`src/rtl/defines.sv`:
```
// Shared types and constants for the memory stage: writeback select, LSU FSM
// states, funct3 access-size encodings and a size-decode helper.
package defines;

  localparam int DATA_WIDTH = 32;

  typedef enum logic [1:0] {
    WB_NONE = 2'd0,
    WB_ALU  = 2'd1,
    WB_MEM  = 2'd2,
    WB_PC4  = 2'd3
  } wb_sel_e;

  typedef enum logic [1:0] {
    IDLE     = 2'd0,
    REQ      = 2'd1,
    WAIT_RSP = 2'd2
  } lsu_state_e;

  typedef enum logic [1:0] {
    SZ_B = 2'd0,
    SZ_H = 2'd1,
    SZ_W = 2'd2
  } acc_size_e;

  localparam logic [2:0] F3_B  = 3'b000;
  localparam logic [2:0] F3_H  = 3'b001;
  localparam logic [2:0] F3_W  = 3'b010;
  localparam logic [2:0] F3_BU = 3'b100;
  localparam logic [2:0] F3_HU = 3'b101;

  // Stores only know B/H/W; loads add the unsigned variants. Anything else is a word.
  function automatic acc_size_e access_size(input logic [2:0] funct3, input logic is_store);
    acc_size_e sz;
    sz = SZ_W;
    if (funct3 == F3_B || (!is_store && funct3 == F3_BU)) sz = SZ_B;
    else if (funct3 == F3_H || (!is_store && funct3 == F3_HU)) sz = SZ_H;
    return sz;
  endfunction

endpackage

```
`src/rtl/mem_load_ext.sv`:
```
// Combinational load lane selection and sign/zero extension of a read word.
module mem_load_ext
  import defines::*;
(
  input  logic [DATA_WIDTH-1:0] rdata,
  input  logic [1:0]            byte_off,
  input  logic [2:0]            funct3,
  output logic [DATA_WIDTH-1:0] data
);

  logic [7:0]  byte_sel;
  logic [15:0] half_sel;

  always_comb begin
    byte_sel = rdata[{byte_off, 3'b000} +: 8];
    half_sel = rdata[{byte_off[1], 4'b0000} +: 16];
    case (funct3)
      F3_B:    data = {{(DATA_WIDTH-8){byte_sel[7]}}, byte_sel};
      F3_H:    data = {{(DATA_WIDTH-16){half_sel[15]}}, half_sel};
      F3_BU:   data = {{(DATA_WIDTH-8){1'b0}}, byte_sel};
      F3_HU:   data = {{(DATA_WIDTH-16){1'b0}}, half_sel};
      default: data = rdata;
    endcase
  end

endmodule

```
`src/rtl/mem_stage_lsu.sv`:
```
// Memory pipeline stage: issues loads/stores on a req/gnt/rvalid data port,
// stalls the pipeline while an access is outstanding and registers MEM->WB.
module mem_stage_lsu
  import defines::*;
(
  input  logic                  clk,
  input  logic                  rst,
  input  logic                  MEM_MemRead_i,
  input  logic                  MEM_MemWrite_i,
  input  logic                  MEM_RegWrite_i,
  input  wb_sel_e               MEM_WBSel_i,
  input  logic [DATA_WIDTH-1:0] MEM_alu_result_i,
  input  logic [DATA_WIDTH-1:0] MEM_wr_data_i,
  input  logic [DATA_WIDTH-1:0] MEM_instruction_i,
  input  logic [DATA_WIDTH-1:0] MEM_pc_plus4_i,
  output logic                  dmem_req_o,
  output logic                  dmem_we_o,
  output logic [DATA_WIDTH-1:0] dmem_addr_o,
  output logic [DATA_WIDTH-1:0] dmem_wdata_o,
  output logic [3:0]            dmem_be_o,
  input  logic                  dmem_gnt_i,
  input  logic                  dmem_rvalid_i,
  input  logic [DATA_WIDTH-1:0] dmem_rdata_i,
  output logic                  mem_stall_o,
  output logic                  WB_RegWrite_o,
  output wb_sel_e               WB_WBSel_o,
  output logic [4:0]            WB_rd_addr_o,
  output logic [DATA_WIDTH-1:0] WB_alu_result_o,
  output logic [DATA_WIDTH-1:0] WB_load_data_o,
  output logic [DATA_WIDTH-1:0] WB_pc_plus4_o,
  output logic                  WB_misalign_o
);

  lsu_state_e state_reg, state_next;

  logic [2:0]            funct3;
  logic [1:0]            byte_off;
  logic                  is_access;
  logic                  is_store;
  acc_size_e             size;
  logic                  misalign;
  logic                  aligned_access;
  logic                  req_raw;
  logic                  stall_raw;
  logic [DATA_WIDTH-1:0] load_ext;

  assign funct3         = MEM_instruction_i[14:12];
  assign byte_off       = MEM_alu_result_i[1:0];
  assign is_access      = MEM_MemRead_i | MEM_MemWrite_i;
  // A request with both read and write set is a store.
  assign is_store       = MEM_MemWrite_i;
  assign size           = access_size(funct3, is_store);
  assign misalign       = is_access &
                          (((size == SZ_H) && byte_off[0]) ||
                           ((size == SZ_W) && (byte_off != 2'b00)));
  assign aligned_access = is_access & ~misalign;

  // Address/data come straight from MEM_* inputs, which upstream holds during a stall.
  assign dmem_we_o   = is_store;
  assign dmem_addr_o = {MEM_alu_result_i[DATA_WIDTH-1:2], 2'b00};

  for (genvar gi = 0; gi < 4; gi++) begin : g_lane
    localparam logic [1:0] LANE = 2'(gi);
    always_comb begin
      case (size)
        SZ_B: begin
          dmem_wdata_o[8*gi +: 8] = MEM_wr_data_i[7:0];
          dmem_be_o[gi]           = (byte_off == LANE);
        end
        SZ_H: begin
          dmem_wdata_o[8*gi +: 8] = MEM_wr_data_i[8*(gi%2) +: 8];
          dmem_be_o[gi]           = (byte_off[1] == LANE[1]);
        end
        default: begin
          dmem_wdata_o[8*gi +: 8] = MEM_wr_data_i[8*gi +: 8];
          dmem_be_o[gi]           = 1'b1;
        end
      endcase
    end
  end

  mem_load_ext u_load_ext (
    .rdata    (dmem_rdata_i),
    .byte_off (byte_off),
    .funct3   (funct3),
    .data     (load_ext)
  );

  always_ff @(posedge clk or posedge rst) begin
    if (rst) state_reg <= IDLE;
    else     state_reg <= state_next;
  end

  always_comb begin
    state_next = state_reg;
    case (state_reg)
      IDLE: begin
        if (aligned_access) begin
          if (!dmem_gnt_i)   state_next = REQ;
          else if (!is_store) state_next = WAIT_RSP;
        end
      end
      REQ: begin
        if (dmem_gnt_i) state_next = is_store ? IDLE : WAIT_RSP;
      end
      WAIT_RSP: begin
        if (dmem_rvalid_i) state_next = IDLE;
      end
      default: state_next = IDLE;
    endcase
  end

  always_comb begin
    req_raw   = 1'b0;
    stall_raw = 1'b0;
    case (state_reg)
      IDLE: begin
        req_raw   = aligned_access;
        stall_raw = aligned_access & ~(is_store & dmem_gnt_i);
      end
      REQ: begin
        req_raw   = 1'b1;
        stall_raw = ~(is_store & dmem_gnt_i);
      end
      WAIT_RSP: begin
        stall_raw = ~dmem_rvalid_i;
      end
      default: ;
    endcase
  end

  assign dmem_req_o  = req_raw & ~rst;
  assign mem_stall_o = stall_raw & ~rst;

  // A stalled cycle sends a bubble; otherwise the instruction moves to WB.
  always_ff @(posedge clk or posedge rst) begin
    if (rst) begin
      WB_RegWrite_o   <= 1'b0;
      WB_WBSel_o      <= WB_NONE;
      WB_rd_addr_o    <= '0;
      WB_alu_result_o <= '0;
      WB_load_data_o  <= '0;
      WB_pc_plus4_o   <= '0;
      WB_misalign_o   <= 1'b0;
    end else if (stall_raw) begin
      WB_RegWrite_o   <= 1'b0;
      WB_WBSel_o      <= WB_NONE;
      WB_rd_addr_o    <= '0;
      WB_alu_result_o <= '0;
      WB_load_data_o  <= '0;
      WB_pc_plus4_o   <= '0;
      WB_misalign_o   <= 1'b0;
    end else begin
      WB_RegWrite_o   <= MEM_RegWrite_i & ~misalign;
      WB_WBSel_o      <= MEM_WBSel_i;
      WB_rd_addr_o    <= MEM_instruction_i[11:7];
      WB_alu_result_o <= MEM_alu_result_i;
      WB_load_data_o  <= (state_reg == WAIT_RSP) ? load_ext : '0;
      WB_pc_plus4_o   <= MEM_pc_plus4_i;
      WB_misalign_o   <= misalign;
    end
  end

endmodule
```
`config.mk`:
```
export PLATFORM = sky130hd
export DESIGN_NAME = mem_stage_lsu
export DESIGN_NICKNAME = d
export VERILOG_FILES = /design/src/rtl/defines.sv /design/src/rtl/mem_load_ext.sv /design/src/rtl/mem_stage_lsu.sv
export SDC_FILE = /design/constraint.sdc
export NUM_CORES = 1
export LEC_CHECK = 0
export BUFFER_PORTS_ARGS = -buffer_cell sky130_fd_sc_hd__buf_2
export CAP_MARGIN = 5
export CORE_AREA = 2 2 134 136
export DETAILED_ROUTE_END_ITERATION = 6
export DIE_AREA = 0 0 136 138
export SYNTH_ARGS = -nofsm -noshare
export SYNTH_HDL_FRONTEND = slang
export SYNTH_SLANG_ARGS = --single-unit
```
`constraint.sdc`:
```
create_clock -name clk -period 5.93 [get_ports clk]
set_input_delay 1.186 -clock clk [delete_from_list [all_inputs] [get_ports clk]]
set_output_delay 1.186 -clock clk [all_outputs]
set_load 0.05 [all_outputs]
```
# After elaboration in Yosys (flattened, before gate mapping)
# Index checks and enable logic that the tools add are counted.
# totals
in_bits,169
wordCells,79
regBits,107
output_inout_bits,176
# classes
n_reduce_logical,15
n_bitwise,13
mux,27
shift,2
eq_ne,14
# op_table
operator,n
$mux 32,4
$pmux 32 s4,1
$shiftx 32x6->16,1
$shiftx 32x6->8,1
$mux 2,9
$mux 8,2
$pmux 8 s2,1
$pmux 1 s2,5
$eq 2x2->1 const B,4
$and 1x1->1,7
$eq 2x1->1 const B,3
$eq 3x3->1 const B,2
$logic_not 2->1,3
$ne 2x2->1 const B,3
$pmux 2 s3,1
$mux 5,1
$not 1->1,5
$logic_and 1x1->1,4
$reduce_and 4->1,1
$eq 3x1->1 const B,1
$logic_not 3->1,1
$logic_or 1x1->1,3
$ne 3x3->1 const B,1
$pmux 1 s3,1
5 further kinds,6

# Logic depth before layout (Yosys ltp)
# depth
word_depth,14
depth_mapped,7
mapped_depth_nobuf,4

# Cells and area by module
# A second synthesis with hierarchy kept.
# unflattened
hier_cells,483
area_unflattened_um2,5116.2
# by_module_without_submodules
module,cells_per_inst,area_each_um2,seq_area_each_um2,instances
mem_stage_lsu,365,4321.6,2677.6,1
mem_load_ext,118,794.5,0.0,1

# Least setup slack after synthesis
# OpenSTA, ideal clock, no wires.
# synth_timing
path_kind,input to output
startpoint,input port MEM_instruction_i[12]
endpoint,output port dmem_wdata_o[30]
cell_stages,5
slack_ns,1.788
arrival_ns,2.956
n_path_buf,3
required_ns,4.744
cell_sequence,buf_2 buf_2 buf_2 mux2i_1 o21ai_0
# synth_via
elab_chain_len,7
elab_cells_between_ends,13
cone_classes,4 x eq/ne; 3 x mux; 6 x reduce/logical
# synth_lines
element,line,source
start: declaration,mem_stage_lsu.sv:14,"input logic [DATA_WIDTH-1:0] MEM_instruction_i,"
$eq 3x3->1,defines.sv:37,else if (funct3 == F3_H || (!is_store && funct3 == F3_HU)) sz = SZ_H;
$logic_and 1x1->1,defines.sv:37,
$logic_or 1x1->1,defines.sv:37,
$mux 2,defines.sv:37,
$mux 2 (*),defines.sv:36,if (funct3 == F3_B || (!is_store && funct3 == F3_BU)) sz = SZ_B;
$eq 2x1->1 or $logic_not 2->1 (tied branches),mem_stage_lsu.sv:65,case (size)
$pmux 8 s2 (*),mem_stage_lsu.sv:65,
end: declaration,mem_stage_lsu.sv:19,"output logic [DATA_WIDTH-1:0] dmem_wdata_o,"
# Every way passes the cells marked *; elsewhere a longest branch is shown, timed or not.

# Final worst setup path
# layout_timing
startpoint,input port MEM_instruction_i[13]
endpoint,output port dmem_req_o
# layout_via
elab_chain_len,13
elab_cells_between_ends,20
cone_classes,5 x eq/ne; 3 x mux; 4 x bitwise; 8 x reduce/logical
# layout_lines
element,line,source
$eq 3x3->1,defines.sv:37,
$logic_and 1x1->1,defines.sv:37,
$logic_or 1x1->1,defines.sv:37,
$mux 2,defines.sv:37,
$mux 2 (*),defines.sv:36,
$eq 2x1->1 or $eq 2x2->1 (tied branches),"mem_stage_lsu.sv:54, mem_stage_lsu.sv:55",
"$logic_and 1x1->1, on equally long branches","mem_stage_lsu.sv:54, mem_stage_lsu.sv:55",
$logic_or 1x1->1 (*),mem_stage_lsu.sv:54,(((size == SZ_H) && byte_off[0]) ||
$and 1x1->1 (*),mem_stage_lsu.sv:53,assign misalign = is_access &
$not 1->1 (*),mem_stage_lsu.sv:56,assign aligned_access = is_access & ~misalign;
$and 1x1->1 (*),mem_stage_lsu.sv:56,
$pmux 1 s2 (*),mem_stage_lsu.sv:116,case (state_reg)
$and 1x1->1 (*),mem_stage_lsu.sv:132,assign dmem_req_o = req_raw & ~rst;
end: declaration,mem_stage_lsu.sv:16,"output logic dmem_req_o,"
# Marks and branches as above.

==> results.json <==
{
  "drc": 0,
  "seq_area_frac_synth": 0.559,
  "final_hold_viol_count": 0,
  "hp-class": "reg2reg",
  "cts_root_buf": "clkbuf_16",
  "die_h_um": 138,
  "grt_pass1_vias": 3960,
  "die_area_um2": 18800,
  "ys_types": 38,
  "die_x_um": 136,
  "fin_util": 0.372,
  "ant_nets": 0,
  "dpl.hpwl_mm": 10.8,
  "reg2reg_from": "state_reg[0]",
  "syn_area_um2": 4790,
  "path_class": "in2out",
  "vias_per_cell": 4.24,
  "multiInputGateArea_um2": 1620,
  "ioPinCount": 345,
  "num_rows": 49,
  "cp.required_ns": 4.74,
  "period_minus_slack_ns": 4.12,
  "worstPathArrival_ns": 2.93,
  "fmax_mhz": 243,
  "num_vias": 4027,
  "cap_viol_max_count": 0,
  "clkLatencyLatePin_ns": 0.35,
  "met3_length_um": 969,
  "maxUsedRoutingLayer": "met4",
  "cts.sinks": 107,
  "final_area_um2": 6530,
  "cpPeakStageDelay_ns": 0.62,
  "grt_start_max_net_pins": 74,
  "slew_headroom": 0.328,
  "crit_chain": "buf_2 > a21o_1 > a221oi_2 > o21bai_1 > nor2_1 > buf_2",
  "gp_congestion": 0.853,
  "preCtsSetupSlack_ns": 1.79,
  "largestRegisters": "WB_alu_result_o (32), WB_load_data_o (32), WB_pc_plus4_o (32)",
  "start_util": 0.273,
  "skew_ns": 0.00896,
  "r2r_slack_ns": 3.55,
  "fill_cells": 1795,
  "synth_cells": 446,
  "worstRegToRegCells": 4,
  "whs_ns": 0.610,
  "maxSlewViolCount": 0,
  "vdd_ir_drop_max_v": 0.000131,
  "numCtsBuffers": 9,
  "p_leak_nw": 3.69,
  "cp_common_cell": "buf_2",
  "yosysWarningCount": 0,
  "regArea_um2": 2680,
  "dpl_cell_area_um2": 6240,
  "post_cts_resized": 0,
  "htree_levels": 3,
  "antenna_found_initial": 1,
  "path_clk_slew_ns": 0.07,
  "status": "completed",
  "routed_wl_mm": 14.1,
  "worstHoldEndpoint": "state_reg[1]",
  "drt_pass1_iterations": 4,
  "rsz0062_at_grt": "false",
  "syn_avg_cell_area_um2": 10.7,
  "wl_met2_mm": 7.02,
  "cts_hold_buf": 0,
  "ys_seq_elements": 107,
  "layout.nets": 883,
  "crit_buf_inv": 2,
  "wl_per_cell_um": 14.9,
  "wl_met1_mm": 5.84,
  "min_from": "state_reg[0]",
  "drtIter0Drc": 181,
  "grt-ovfl-total": 0,
  "coreArea_um2": 17500,
  "crit_path_end_kind": "primary output",
  "grt_use_total": 0.148,
  "crit_fanout": 26,
  "p_per_area_nw_per_um2": 321,
  "startpoint_type": "input pin",
  "reg2reg_to": "WB_load_data_o[22]",
  "min_period_over_period": 0.695,
  "setup_slack_ns": 1.81,
  "setup_violations": 0,
  "min_path_cells": 2,
  "setup_tns_ns": 0,
  "postCtsSetupRepairBufs": 0,
  "crit_family": "compound AO/OA/AOI/OAI gates",
  "areaGrowthSynthToFinish_pct": 36.3,
  "clockBufferDepth": 2,
  "io_buffer_count": 318,
  "grt_first_pass_wirelength_mm": 21.3,
  "worst_pin_slew_ns": 1.01,
  "drive_gt1_frac": 0.513,
  "cpMaxStageDelayCell": "a21o_1",
  "cts_tree": "done"
}
-- cell families after synthesis --
family | Yosys count | share of synthesized area
flip-flops | 107 | 0.559
multiplexers | 22 | 0.0483
other | 1 | 0.000783
AND/OR/NAND/NOR | 180 | 0.187
AO/OA/AOI/OAI | 59 | 0.0982
buffers and inverters | 77 | 0.107
-- placed cells by master, fill, tap and decap left out, types with 5 or more instances in the layout --
| cell type | synthesis | final |
|---|---|---|
| mux2i_1 | 13 | 13 |
| a21oi_1 | 9 | 8 |
| clkbuf_16 | 0 | 9 |
| buf_2 | 7 | 318 |
| mux2_2 | 9 | 9 |
| dfrtp_1 | 107 | 107 |
| o21ba_2 | 5 | 5 |
| nor2_1 | 11 | 11 |
| and2_1 | 72 | 72 |
| nand2_1 | 83 | 83 |
| o21ai_0 | 22 | 22 |
| inv_1 | 13 | 12 |
| o221a_2 | 5 | 5 |
| a221oi_2 | 8 | 8 |
-- layer usage --
metal | global-route usage | vias to the layer above
met5 | 0 | -
met4 | 0.0521 | 0
met3 | 0.0315 | 16
met2 | 0.257 | 200
met1 | 0.179 | 1874
li1 | - | 1937
-- metrics by stage --
stage	power, mW	cells
detailed placement	1.53	932
floorplan	1.37	447
finish	2.10	949
global placement	1.53	932
CTS	2.13	948
global route	2.19	949
-- cell usage after synthesis, drive strengths merged --
library cell	n	area, µm²
nor2b	3	18.8
and2	72	450
mux2i	13	130
o211a	1	10.0
or2	1	6.26
nand3b	1	7.51
o22ai	2	18.8
a221o	1	10.0
or3	1	6.26
o221a	5	56.3
nand2b	3	18.8
o31a	1	8.76
clkbuf	6	22.5
nor2	12	47.6
a211oi	1	12.5
a21oi	9	45.0
o21ai	24	124
a221oi	8	120
conb	1	3.75
inv	13	48.8
o21bai	1	7.51
o21ba	5	50.1
buf	58	440
nor3	1	5.00
dfrtp	107	2680
a21o	1	7.51
mux2	9	101
or3b	2	17.5
nand2	83	312
nor3b	1	7.51
-- area by class of cell --
class | count | area share
tap | 229 | 0.0439
timing repair buffer | 320 | 0.246
clock inverter | 5 | 0.00690
sequential | 107 | 0.410
inverter | 13 | 0.00786
antenna | 1 | 0.000383
clock buffer | 11 | 0.0372
multi-input combinational | 263 | 0.248
-- report_power, final --
part           total [mW]  switching [mW]  internal, mW  leakage, nW
Sequential          0.814          0.0163         0.798         1.38
Clock               0.586           0.283         0.303        0.138
Combinational       0.695           0.531         0.164         2.17
Total                2.10           0.831          1.26         3.69
-- worst reg2reg max path, stage by stage (launching register included) --
cell and delay [ns]:
dfrtp_1 0.40, nand3b_1 0.65, nor2_1 1.02, nand2_1 0.15, nand2_1 0.10
-- how the worst max path moves through the flow --
stage / from / end / slack [ns] / cells after the start
2_1_floorplan: MEM_instruction_i[12] / dmem_wdata_o[30] / 1.79 / 5
3_3_place_gp: MEM_instruction_i[13] / dmem_req_o / 1.80 / 6
3_5_place_dp: MEM_instruction_i[13] / dmem_req_o / 1.79 / 6
4_1_cts: MEM_instruction_i[13] / dmem_req_o / 1.79 / 6
5_1_grt: MEM_instruction_i[13] / dmem_req_o / 1.61 / 6
6_report: MEM_instruction_i[13] / dmem_req_o / 1.81 / 6
No activity file was read; power rests on OpenSTA's default activity.
